===== src/rtl/servant_uart_rx.sv =====
// Oversampling 8N1 UART receiver for the servant console line.
// Decodes LSB-first frames and presents each byte on a valid/ready handshake.
module servant_uart_rx #(
  parameter int CLKS_PER_BIT = 139
) (
  input  logic       wb_clk,
  input  logic       wb_rst_n,
  input  logic       i_rx,
  output logic [7:0] o_data,
  output logic       o_valid,
  input  logic       i_ready,
  output logic       o_frame_err,
  output logic       o_overrun,
  output logic       o_busy
);

  localparam int HALF  = CLKS_PER_BIT / 2;
  localparam int CNT_W = $clog2(CLKS_PER_BIT);

  localparam logic [CNT_W-1:0] CNT_HALF = CNT_W'(HALF - 1);
  localparam logic [CNT_W-1:0] CNT_LAST = CNT_W'(CLKS_PER_BIT - 1);
  localparam logic [CNT_W-1:0] CNT_ONE  = CNT_W'(1);

  localparam logic [2:0] IDLE      = 3'd0;
  localparam logic [2:0] START     = 3'd1;
  localparam logic [2:0] DATA      = 3'd2;
  localparam logic [2:0] STOP      = 3'd3;
  localparam logic [2:0] WAIT_IDLE = 3'd4;

  logic             rx_p0;
  logic             rx_s;
  logic [2:0]       state;
  logic [CNT_W-1:0] cnt;
  logic [2:0]       idx;
  logic [7:0]       shreg;
  logic             vld_p1;

  // Stage 0: two-flop synchronizer, idles high
  always_ff @(posedge wb_clk) begin
    if (!wb_rst_n) begin
      rx_p0 <= 1'b1;
      rx_s  <= 1'b1;
    end else begin
      rx_p0 <= i_rx;
      rx_s  <= rx_p0;
    end
  end

  // Stage 1: frame FSM; vld_p1 marks a good stop bit, shreg holds the byte
  always_ff @(posedge wb_clk) begin
    if (!wb_rst_n) begin
      state       <= IDLE;
      cnt         <= '0;
      idx         <= '0;
      shreg       <= '0;
      vld_p1      <= 1'b0;
      o_frame_err <= 1'b0;
    end else begin
      vld_p1      <= 1'b0;
      o_frame_err <= 1'b0;
      case (state)
        IDLE: begin
          if (!rx_s) begin
            state <= START;
            cnt   <= '0;
          end
        end
        START: begin
          if (cnt == CNT_HALF) begin
            cnt   <= '0;
            idx   <= '0;
            // A start bit that is high again by mid-bit was a glitch
            state <= rx_s ? IDLE : DATA;
          end else begin
            cnt <= cnt + CNT_ONE;
          end
        end
        DATA: begin
          if (cnt == CNT_LAST) begin
            cnt   <= '0;
            shreg <= {rx_s, shreg[7:1]};
            idx   <= idx + 3'd1;
            if (idx == 3'd7) state <= STOP;
          end else begin
            cnt <= cnt + CNT_ONE;
          end
        end
        STOP: begin
          if (cnt == CNT_LAST) begin
            cnt <= '0;
            if (rx_s) begin
              vld_p1 <= 1'b1;
              state  <= IDLE;
            end else begin
              o_frame_err <= 1'b1;
              state       <= WAIT_IDLE;
            end
          end else begin
            cnt <= cnt + CNT_ONE;
          end
        end
        WAIT_IDLE: begin
          // Holding here until the line rises turns a break into a single error
          if (rx_s) state <= IDLE;
        end
        default: state <= IDLE;
      endcase
    end
  end

  // Stage 2: output register with valid/ready handshake and overrun detection
  always_ff @(posedge wb_clk) begin
    if (!wb_rst_n) begin
      o_data    <= '0;
      o_valid   <= 1'b0;
      o_overrun <= 1'b0;
    end else begin
      o_overrun <= 1'b0;
      if (vld_p1) begin
        if (!o_valid || i_ready) begin
          o_data  <= shreg;
          o_valid <= 1'b1;
        end else begin
          o_overrun <= 1'b1;
        end
      end else if (o_valid && i_ready) begin
        o_valid <= 1'b0;
      end
    end
  end

  assign o_busy = (state != IDLE);

endmodule


===== config.mk =====
export PLATFORM = sky130hd
export DESIGN_NAME = servant_uart_rx
export DESIGN_NICKNAME = d
export VERILOG_FILES = /design/src/rtl/servant_uart_rx.sv
export SDC_FILE = /design/constraint.sdc
export NUM_CORES = 1
export LEC_CHECK = 0
export ABC_CLOCK_PERIOD_IN_PS = 2000
export CAP_MARGIN = 20
export CORE_UTILIZATION = 25
export CTS_BUF_LIST = sky130_fd_sc_hd__clkbuf_8
export CTS_CLUSTER_SIZE = 20
export DETAILED_ROUTE_END_ITERATION = 6
export DONT_BUFFER_PORTS = 1
export SLEW_MARGIN = 20
export SYNTH_ARGS = -nofsm -noshare
export SYNTH_HDL_FRONTEND = slang
export SYNTH_SLANG_ARGS = --single-unit

===== constraint.sdc =====
create_clock -name wb_clk -period 2 [get_ports wb_clk]
set_input_delay 0.2 -clock wb_clk [delete_from_list [all_inputs] [get_ports wb_clk]]
set_output_delay 0.2 -clock wb_clk [all_outputs]
set_load 0.01 [all_outputs]

==> metrics, run 1 <==
failing checks=DRC; worst hold slack=between 0.03 and 0.04 ns; area grow syn2layout=9.91%; CP max stage delay=~0.40 ns; Final ANT Viol Nets=0; CP max stage cell=nor4bb_4; Post-synth EDFFs=0; Vias=~1,200; Pwr per Cell Area=765 mW/mm^2; GP Congestion=around 0.74; Hold Path Class=input port to register; Net Count, Synth=approximately 190; worst slew pin tran=about 0.50 ns; Die Y=84.3 um; total track usage=around a tenth; Worst setup EP type=register; number of port buffers=0; Reg clk slew, reported paths=~0.07 ns; root buffer cell=clkbuf_8; Worst Skew=0.00582 ns; Die W=84.3 um; Critical Path AT=2.01 ns; Bufs on Longest Clock Path=2; most frequent cells in the layout=dfxtp_1, nand2_1, nor2_1; period utilisation layout=90.0%; crit-path cells=inv_1 -> ha_1 -> nor4bb_4 -> nand3_2 -> buf_4 -> a21o_1 -> a21oi_1; CTS tree=built; post-DP HPWL=around 2200 um; num rows=29; Antenna diodes=0; layout net count=just under 200; vias in the first global route=about 1,100; vias per cell=around 4.7; max cap viols=0; Synth Cell Area=between 0.0015 and 0.002 mm^2; CP max FO=8; post-synthesis instance total=around 180; kind of critical path=register to register; syn_area_per_cell=roughly 9.2 um^2; commonest non-fill, non-tap cell in the layout=dfxtp_1; cts bufs inserted=5; Yosys warning total=0; total gr overflow=0; antenna violations before repair=0; # clock sinks=36; global-route wire length before repair=approximately 5400 um; H-tree levels=2; postcts setup bufs=0; Unique masters post-synth=45; initial core utilization=26.2%; crit path launch type=register; total power=1.42 mW; Max Freq=approximately 560 MHz; core area=around 0.0065 mm^2; status=complete, but fails checks; sequential area share after synthesis=between 40% and 50%; largest net degree at the start of global routing=22; Worst-Skew Late Latency=0.28 ns; top cell type's share of synthesized area=a little over two fifths; Async SR Flop Fraction=0%; RSZ-0062 raised after global routing=no; leakage=about 0.73 nW; fin. max-slew vios=0; Initial DRC Count=64; num ports=16; Final Hold Violating Endpoints=0; share of layout cells above drive strength 1=14.5%; final setup vio count=0; relative slew slack=roughly 67%; leading area contributor after synthesis=dfxtp_1; Most used DFF post-synth=dfxtp_1; VDD IR max=around 0.26 mV; post-synthesis register bit count=36; area of the die=0.00710 mm^2; Critical Path RT=approximately 2.2 ns; Pre-Repair DR Iteration Count=6; Tmin final=approximately 1.8 ns; final setup TNS=0 ns; fillers=approximately 680; DP Cell Count=approximately 250; Post-Layout Cell Count=around 260; drt total wl=~3000 um; final setup margin=~0.20 ns; Place WS=approximately 0.20 ns; synth top area cells=dfxtp_1, mux2i_1, nand2_1; detailed-route DRC error count=7; drt wl/cell=11.6 um
registers in the layout, summed over array words and instances (netlist names), 3 cells and up:
signal,flops
cnt,8
idx,3
o_data,8
shreg,8
state,3
layout make-up:
cell class	instances	area (um^2)	share of cell area (%)
multi-input combinational	131	886	47.6
sequential	36	721	38.8
tap	77	96.3	5.18
clock buffer	5	68.8	3.70
timing repair buffer	6	50.0	2.69
clock inverter	3	18.8	1.01
inverter	5	18.8	1.01
path summary, 6_finish.rpt:
path                               start  endpoint  slack [ns]  depth (start not counted)
worst min register to register     rx_p0      rx_s        0.41                          1
worst max register to register    cnt[0]    idx[1]        0.20                          7
worst min-delay path            wb_rst_n    idx[0]        0.03                          1
worst max-delay path              cnt[0]    idx[1]        0.20                          7
cells by family after synthesis:
group                    synth area share [%]
AO/OA/AOI/OAI                            16.4
multiplexers                             5.33
buffers and inverters                    5.03
flip-flops                               42.6
AND/OR/NAND/NOR                          26.9
adder cells (fa/ha/maj)                  3.70
through the flow:
stage,instance area (um^2),utilization (%)
after global routing,1860,28.8
after floorplan,1690,-
after CTS,1860,28.8
final,1860,28.8
after global placement,1750,27.1
after detailed placement,1750,27.1
worst max-delay path, delay by kind of cell (launching register included):
kind                       cells  cell delay (ns)
adders and majority gates      1             0.17
DFF                            1             0.33
AOI/OAI and AO/OA              2             0.28
and+or+nand+nor                2             0.62
buffers and inverters          2             0.34
repair_timing:
item | CTS | global route
hold buffers | 2 | 0
gates resized for setup | 0 | 0
hold endpoints to repair | 2 | 0
Yosys cell counts (4+ instances only):
library cell	number
nor2b_1	4
nand3_1	12
clkbuf_1	4
nor3_1	4
dfxtp_1	36
ha_1	5
nand2_1	21
a21oi_1	15
nor2_1	18
mux2i_1	9
o22ai_1	5
inv_1	5
report_power, final:
group / switching [mW] / internal, mW
Combinational: 0.107 / 0.0697
Sequential: 0.0128 / 0.732
Clock: 0.258 / 0.242
layer usage:
| layer | vias to the layer above | share of wire [%] | track usage, % |
|---|---|---|---|
| met5 | - | 0 | 0 |
| met4 | 0 | 0.82 | 3.29 |
| met2 | 20 | 44 | 13.8 |
| met1 | 579 | 51 | 13.1 |
| li1 | 641 | - | - |
| met3 | 4 | 4.4 | 3.34 |
(Power assumes the default switching activity.)
==> run 2, diff against run 1 <==
CORE_UTILIZATION = 35   (was 25)
CTS_CLUSTER_DIAMETER = 40   (was unset)
GPL_ROUTABILITY_DRIVEN = 0   (was unset)
==> run 2 against run 1 <==
The flow now finishes without violations. Fmax fell by 0.93%. Flip-flop and latch count did not move. Critical path depth fell by 1. Non-clock buffer count rose by 1. Worst setup slack got worse by 0.017 ns. Core utilization rose by 12 points. Via count rose by 1.3%. First-iteration DRC count rose by 16%. Sequential share of layout area rose by 0.50 points. Critical path type unchanged.
==> metrics, run 2 (synthesis results as in run 1) <==
Tmin final=between 1.5 and 2 ns; num ports=16; H-tree levels=2; final setup margin=0.183 ns; R2R depth=6; fillers=approximately 450; relative slew slack=between 60 and 70%; Hold Crit Start=wb_rst_n; largest delay contributor family on the critical path=compound AO/OA/AOI/OAI gates; # clock sinks=36; most frequent cells in the layout=dfxtp_1, nand2_1, nor2_1; Die W=a little over 70 um; worst slew pin tran=approximately 0.49 ns; CP max stage cell=a2111oi_0; hold path cells=1; Max Freq=550 MHz; largest net degree at the start of global routing=18; vias in the first global route=1,198; detailed-route DRC error count=0; Hold EP=idx[0]; num rows=24; dpl cell area=~0.0017 mm^2; period utilisation layout=90.9%; status=finished clean; Final Hold Violating Endpoints=0; layout net count=roughly 200; crit-path cells=inv_1 -> ha_1 -> nor4bb_4 -> and2_4 -> a21o_2 -> a2111oi_0; antenna violations before repair=0; Worst setup EP type=register; global-route wire length before repair=around 5600 um; met3 WL post-DR=roughly 130 um; total power=about 1.4 mW; biggest regs=cnt x8, o_data x8, shreg x8; total track usage=14.0%; initial core utilization=a little under two fifths; root buffer cell=clkbuf_8; final setup vio count=0; Pre-Repair DR Iteration Count=4; Reg2Reg Launch Point=cnt[0]; Place WS=0.171 ns; met2 WL=~1400 um; commonest non-fill, non-tap cell in the layout=dfxtp_1; CTS tree=built; Pwr per Cell Area=slightly below 800 mW/mm^2; post-DP HPWL=2130 um; CP max stage delay=approximately 0.41 ns; Worst-Skew Late Latency=approximately 0.29 ns; fin. max-slew vios=0; Hold Path Class=input port to register; post_cts resized=0; RR Endpoint=state[1]; drt wl/cell=between 10 and 15 um; Worst Skew=about 0.005 ns; drt total wl=between 3000 and 4000 um; uppermost layer routed=met4; critical path buffer and inverter count=1; leakage=0.740 nW; area of the die=approximately 0.005 mm^2; total gr overflow=0; area grow syn2layout=8.51%; Final ANT Viol Nets=0; Design Area, Final=~0.0018 mm^2; cts bufs inserted=5; vias per cell=5.27; share of layout cells above drive strength 1=between 10 and 15%; final setup TNS=0 ns; Critical Path RT=2.15 ns; core area=0.00450 mm^2; number of port buffers=0; Die Y=between 70 and 80 um; Initial DRC Count=74; RSZ-0062 raised after global routing=no; Antenna diodes=0; CP max FO=11; max cap viols=0; Reg2Reg Setup Slack=0.18 ns; Vias=1,260; Reg clk slew, reported paths=0.07 ns; VDD IR max=0.310 mV; Bufs on Longest Clock Path=2; crit path launch type=register; kind of critical path=register to register; Critical Path AT=1.97 ns; Post-Route M1 WL=about 1600 um
==> run 2: changes by cell type in the layout (fill, tap and decap cells not counted), sizes merged <==
| cell | previous run | this run |
|---|---|---|
| buf | 4 | 5 |
==> run 2: worst max path at each step <==
stage | startpoint | to | slack [ns] | cells past startpoint
after detailed placement | cnt[0] | state[1] | 0.17 | 6
after floorplan | cnt[0] | state[0] | 0.27 | 7
after global placement | cnt[0] | state[1] | 0.27 | 6
after global routing | cnt[0] | state[1] | 0.06 | 6
final | cnt[0] | state[1] | 0.18 | 6
after CTS | cnt[0] | state[1] | 0.15 | 6
==> run 2: cell type report <==
type,count,area [um^2],share of cell area (%)
flip-flops and latches,36,721,39.3
inverters,5,18.8,1.02
clock inverters,3,18.8,1.02
clock buffers,5,68.8,3.75
well taps,52,65.1,3.54
repair buffers,7,57.6,3.14
multi-input cells,131,886,48.3
==> run 2: worst register-to-register path: stages, from the launching register on <==
cell and delay, ns:
dfxtp_1 0.36, inv_1 0.09, ha_1 0.20, nor4bb_4 0.18, and2_4 0.23, a21o_2 0.21
a2111oi_0 0.41
==> run 2: what timing repair did <==
item	4_1_cts	5_1_grt
hold buffers	1	1
endpoints found under the hold margin	2	1
setup buffers	0	0
==> run 2: metal layers <==
layer / up-vias / GRT usage [%]
met5: - / 0
met4: 0 / 5.45
met3: 8 / 4.64
met2: 26 / 21.3
met1: 577 / 18.6
li1: 649 / -
==> run 2: power breakdown <==
| part | leakage (nW) | switching, mW | internal (mW) | total [mW] |
|---|---|---|---|---|
| registers | 0.291 | 0.0125 | 0.732 | 0.745 |
| logic | 0.401 | 0.111 | 0.0700 | 0.181 |
| clock network | 0.0479 | 0.268 | 0.243 | 0.511 |
| total | 0.740 | 0.392 | 1.04 | 1.44 |
==> run 2: stage by stage <==
stage | hold WS, ns | util (%) | cells
final | 0.0281 | 40.8 | 239
after global placement | 0.277 | 38.4 | 229
after CTS | 0.00117 | 40.5 | 238
after detailed placement | 0.278 | 38.4 | 229
after global routing | 0.00790 | 40.8 | 239
after floorplan | 0.301 | - | 183
==> run 3, diff against run 2 <==
ABC_CLOCK_PERIOD_IN_PS = 2360   (was 2000)
CORE_MARGIN = 1   (was unset)
CTS_CLUSTER_DIAMETER = 30   (was 40)
clock period = 2.36 ns   (was 2 ns; I/O delays follow)
==> run 3 against run 2 <==
Register-to-register slack better by 0.29 ns. Sequential power shrank 14%. Total power down 8.9%. Worst setup slack better by 0.29 ns. Largest power group unchanged.
==> metrics, run 3 (synthesis results as in run 1) <==
status=finished clean; layout net count=189; period utilisation layout=80.1%; RSZ-0062 raised after global routing=no; crit path capture=idx[0]; Hold Path Class=input port to register; largest net degree at the start of global routing=18; fillers=445; Final ANT Viol Nets=0; CTS tree=built; antenna violations before repair=0; drt total wl=3010 um; initial core utilization=a little under two fifths; leakage=0.718 nW; Post-Layout Cell Count=233; final setup vio count=0; post_cts resized=0; clock share of power=roughly two fifths; Reg2Reg Launch Point=cnt[0]; Worst path depth=6; biggest regs=cnt x8, o_data x8, shreg x8; Worst setup EP type=register; Critical Path AT=slightly above 2 ns; total gr overflow=0; critical path buffer and inverter count=1; total track usage=between 10% and 20%; Design Area, Final=0.00181 mm^2; area of the die=0.00512 mm^2; vias in the first global route=approximately 1,200; relative slew slack=59.8%; commonest non-fill, non-tap cell in the layout=dfxtp_1; Worst-Skew Late Latency=around 0.29 ns; # clock sinks=36; DP Cell Count=roughly 230; largest delay contributor family on the critical path=simple AND/OR/NAND/NOR gates; Die W=71.5 um; Final Hold Violating Endpoints=0; Bufs on Longest Clock Path=2; vias per cell=roughly 5.3; hold buffer count at cts=0; cts bufs inserted=5; VDD IR max=about 0.19 mV; RR Endpoint=idx[0]; Worst Skew=between 0.007 and 0.008 ns; Reg2Reg Setup Slack=~0.47 ns; num ports=16; final setup TNS=0 ns; Sw Ratio=between 20% and 30%; CP max FO=14; num rows=24; Tmin final=1.89 ns; Gate power share=10.0%; Die Y=roughly 72 um; Initial DRC Count=93; max cap viols=0; area grow syn2layout=6.95%; dpl cell area=roughly 0.0017 mm^2; core area=approximately 0.0045 mm^2; R2R depth=6; Max Freq=approximately 530 MHz; worst hold slack=approximately 0.023 ns; CP max stage delay=approximately 0.4 ns; crit-path cells=inv_1 -> ha_1 -> nor4bb_4 -> nand3_2 -> and3_1 -> o21a_1; Vias=between 1,000 and 1,500; CP startpoint=cnt[0]; fin. max-slew vios=0; root buffer cell=clkbuf_8; global-route wire length before repair=about 5400 um; kind of critical path=register to register; worst slew pin tran=0.602 ns; CP max stage cell=nor4bb_4; Pwr per Cell Area=between 700 and 800 mW/mm^2; number of port buffers=0; drt wl/cell=12.9 um; detailed-route DRC error count=0; P_sw=between 300 and 400 uW; most frequent cells in the layout=dfxtp_1, nand2_1, nor2_1; crit path launch type=register; share of layout cells above drive strength 1=13.3%; Critical Path RT=~2.5 ns; Antenna diodes=0; Reg clk slew, reported paths=roughly 0.080 ns; sequential share of power=between 40% and 50%; postcts setup bufs=0; internal power=approximately 980 uW; Core Util, Final=approximately two fifths; Pre-Repair DR Iteration Count=4; H-tree levels=2; post-DP HPWL=1990 um
==> run 3: per-stage QoR <==
step                worst slack, ns  power [mW]
finish                        0.471        1.31
global route                  0.328        1.38
CTS                           0.462        1.33
detailed placement            0.486       0.787
global placement              0.535       0.786
floorplan                     0.627       0.772
==> run 3: metal layers <==
metal,track usage [%],up-vias,wire (um)
li1,-,632,-
met1,18.2,570,1540
met2,19.9,24,1320
met3,3.52,5,111
met4,6.54,0,52
met5,0,-,0
==> run 3: worst reg2reg max path: cells and delay by family, from the launching register on <==
family                   cells  cell delay, ns
AND/OR/NAND/NOR              3            1.01
flip-flops                   1            0.33
AO/OA/AOI/OAI                1            0.17
adder cells (fa/ha/maj)      1            0.16
buffers and inverters        1            0.11
==> run 3: worst min path at each step <==
stage | from | endpoint | slack (ns) | depth (start not counted)
after CTS | wb_rst_n | rx_p0 | 0.01 | 1
after detailed placement | wb_rst_n | rx_p0 | 0.32 | 1
after floorplan | i_rx | rx_p0 | 0.34 | 1
final | wb_rst_n | rx_p0 | 0.02 | 1
after global routing | wb_rst_n | rx_s | 0.01 | 1
after global placement | wb_rst_n | rx_p0 | 0.31 | 1
==> run 3: area by class of cell <==
cell class / count / area (um^2) / area share [%]
Multi-Input combinational cell: 131 / 886 / 49.0
Sequential cell: 36 / 721 / 39.8
Clock buffer: 5 / 68.8 / 3.80
Tap cell: 52 / 65.1 / 3.60
Clock inverter: 3 / 42.5 / 2.35
Inverter: 5 / 18.8 / 1.04
Timing Repair Buffer: 1 / 7.51 / 0.415
==> run 3: power by group through the flow <==
| stage | Sequential, mW | Clock (mW) | Combinational [mW] |
|---|---|---|---|
| CTS | 0.643 | 0.558 | 0.131 |
| global route | 0.647 | 0.595 | 0.143 |
| global placement | 0.657 | 0 | 0.129 |
| detailed placement | 0.658 | 0 | 0.129 |
| floorplan | 0.642 | 0 | 0.129 |
| finish | 0.643 | 0.535 | 0.130 |
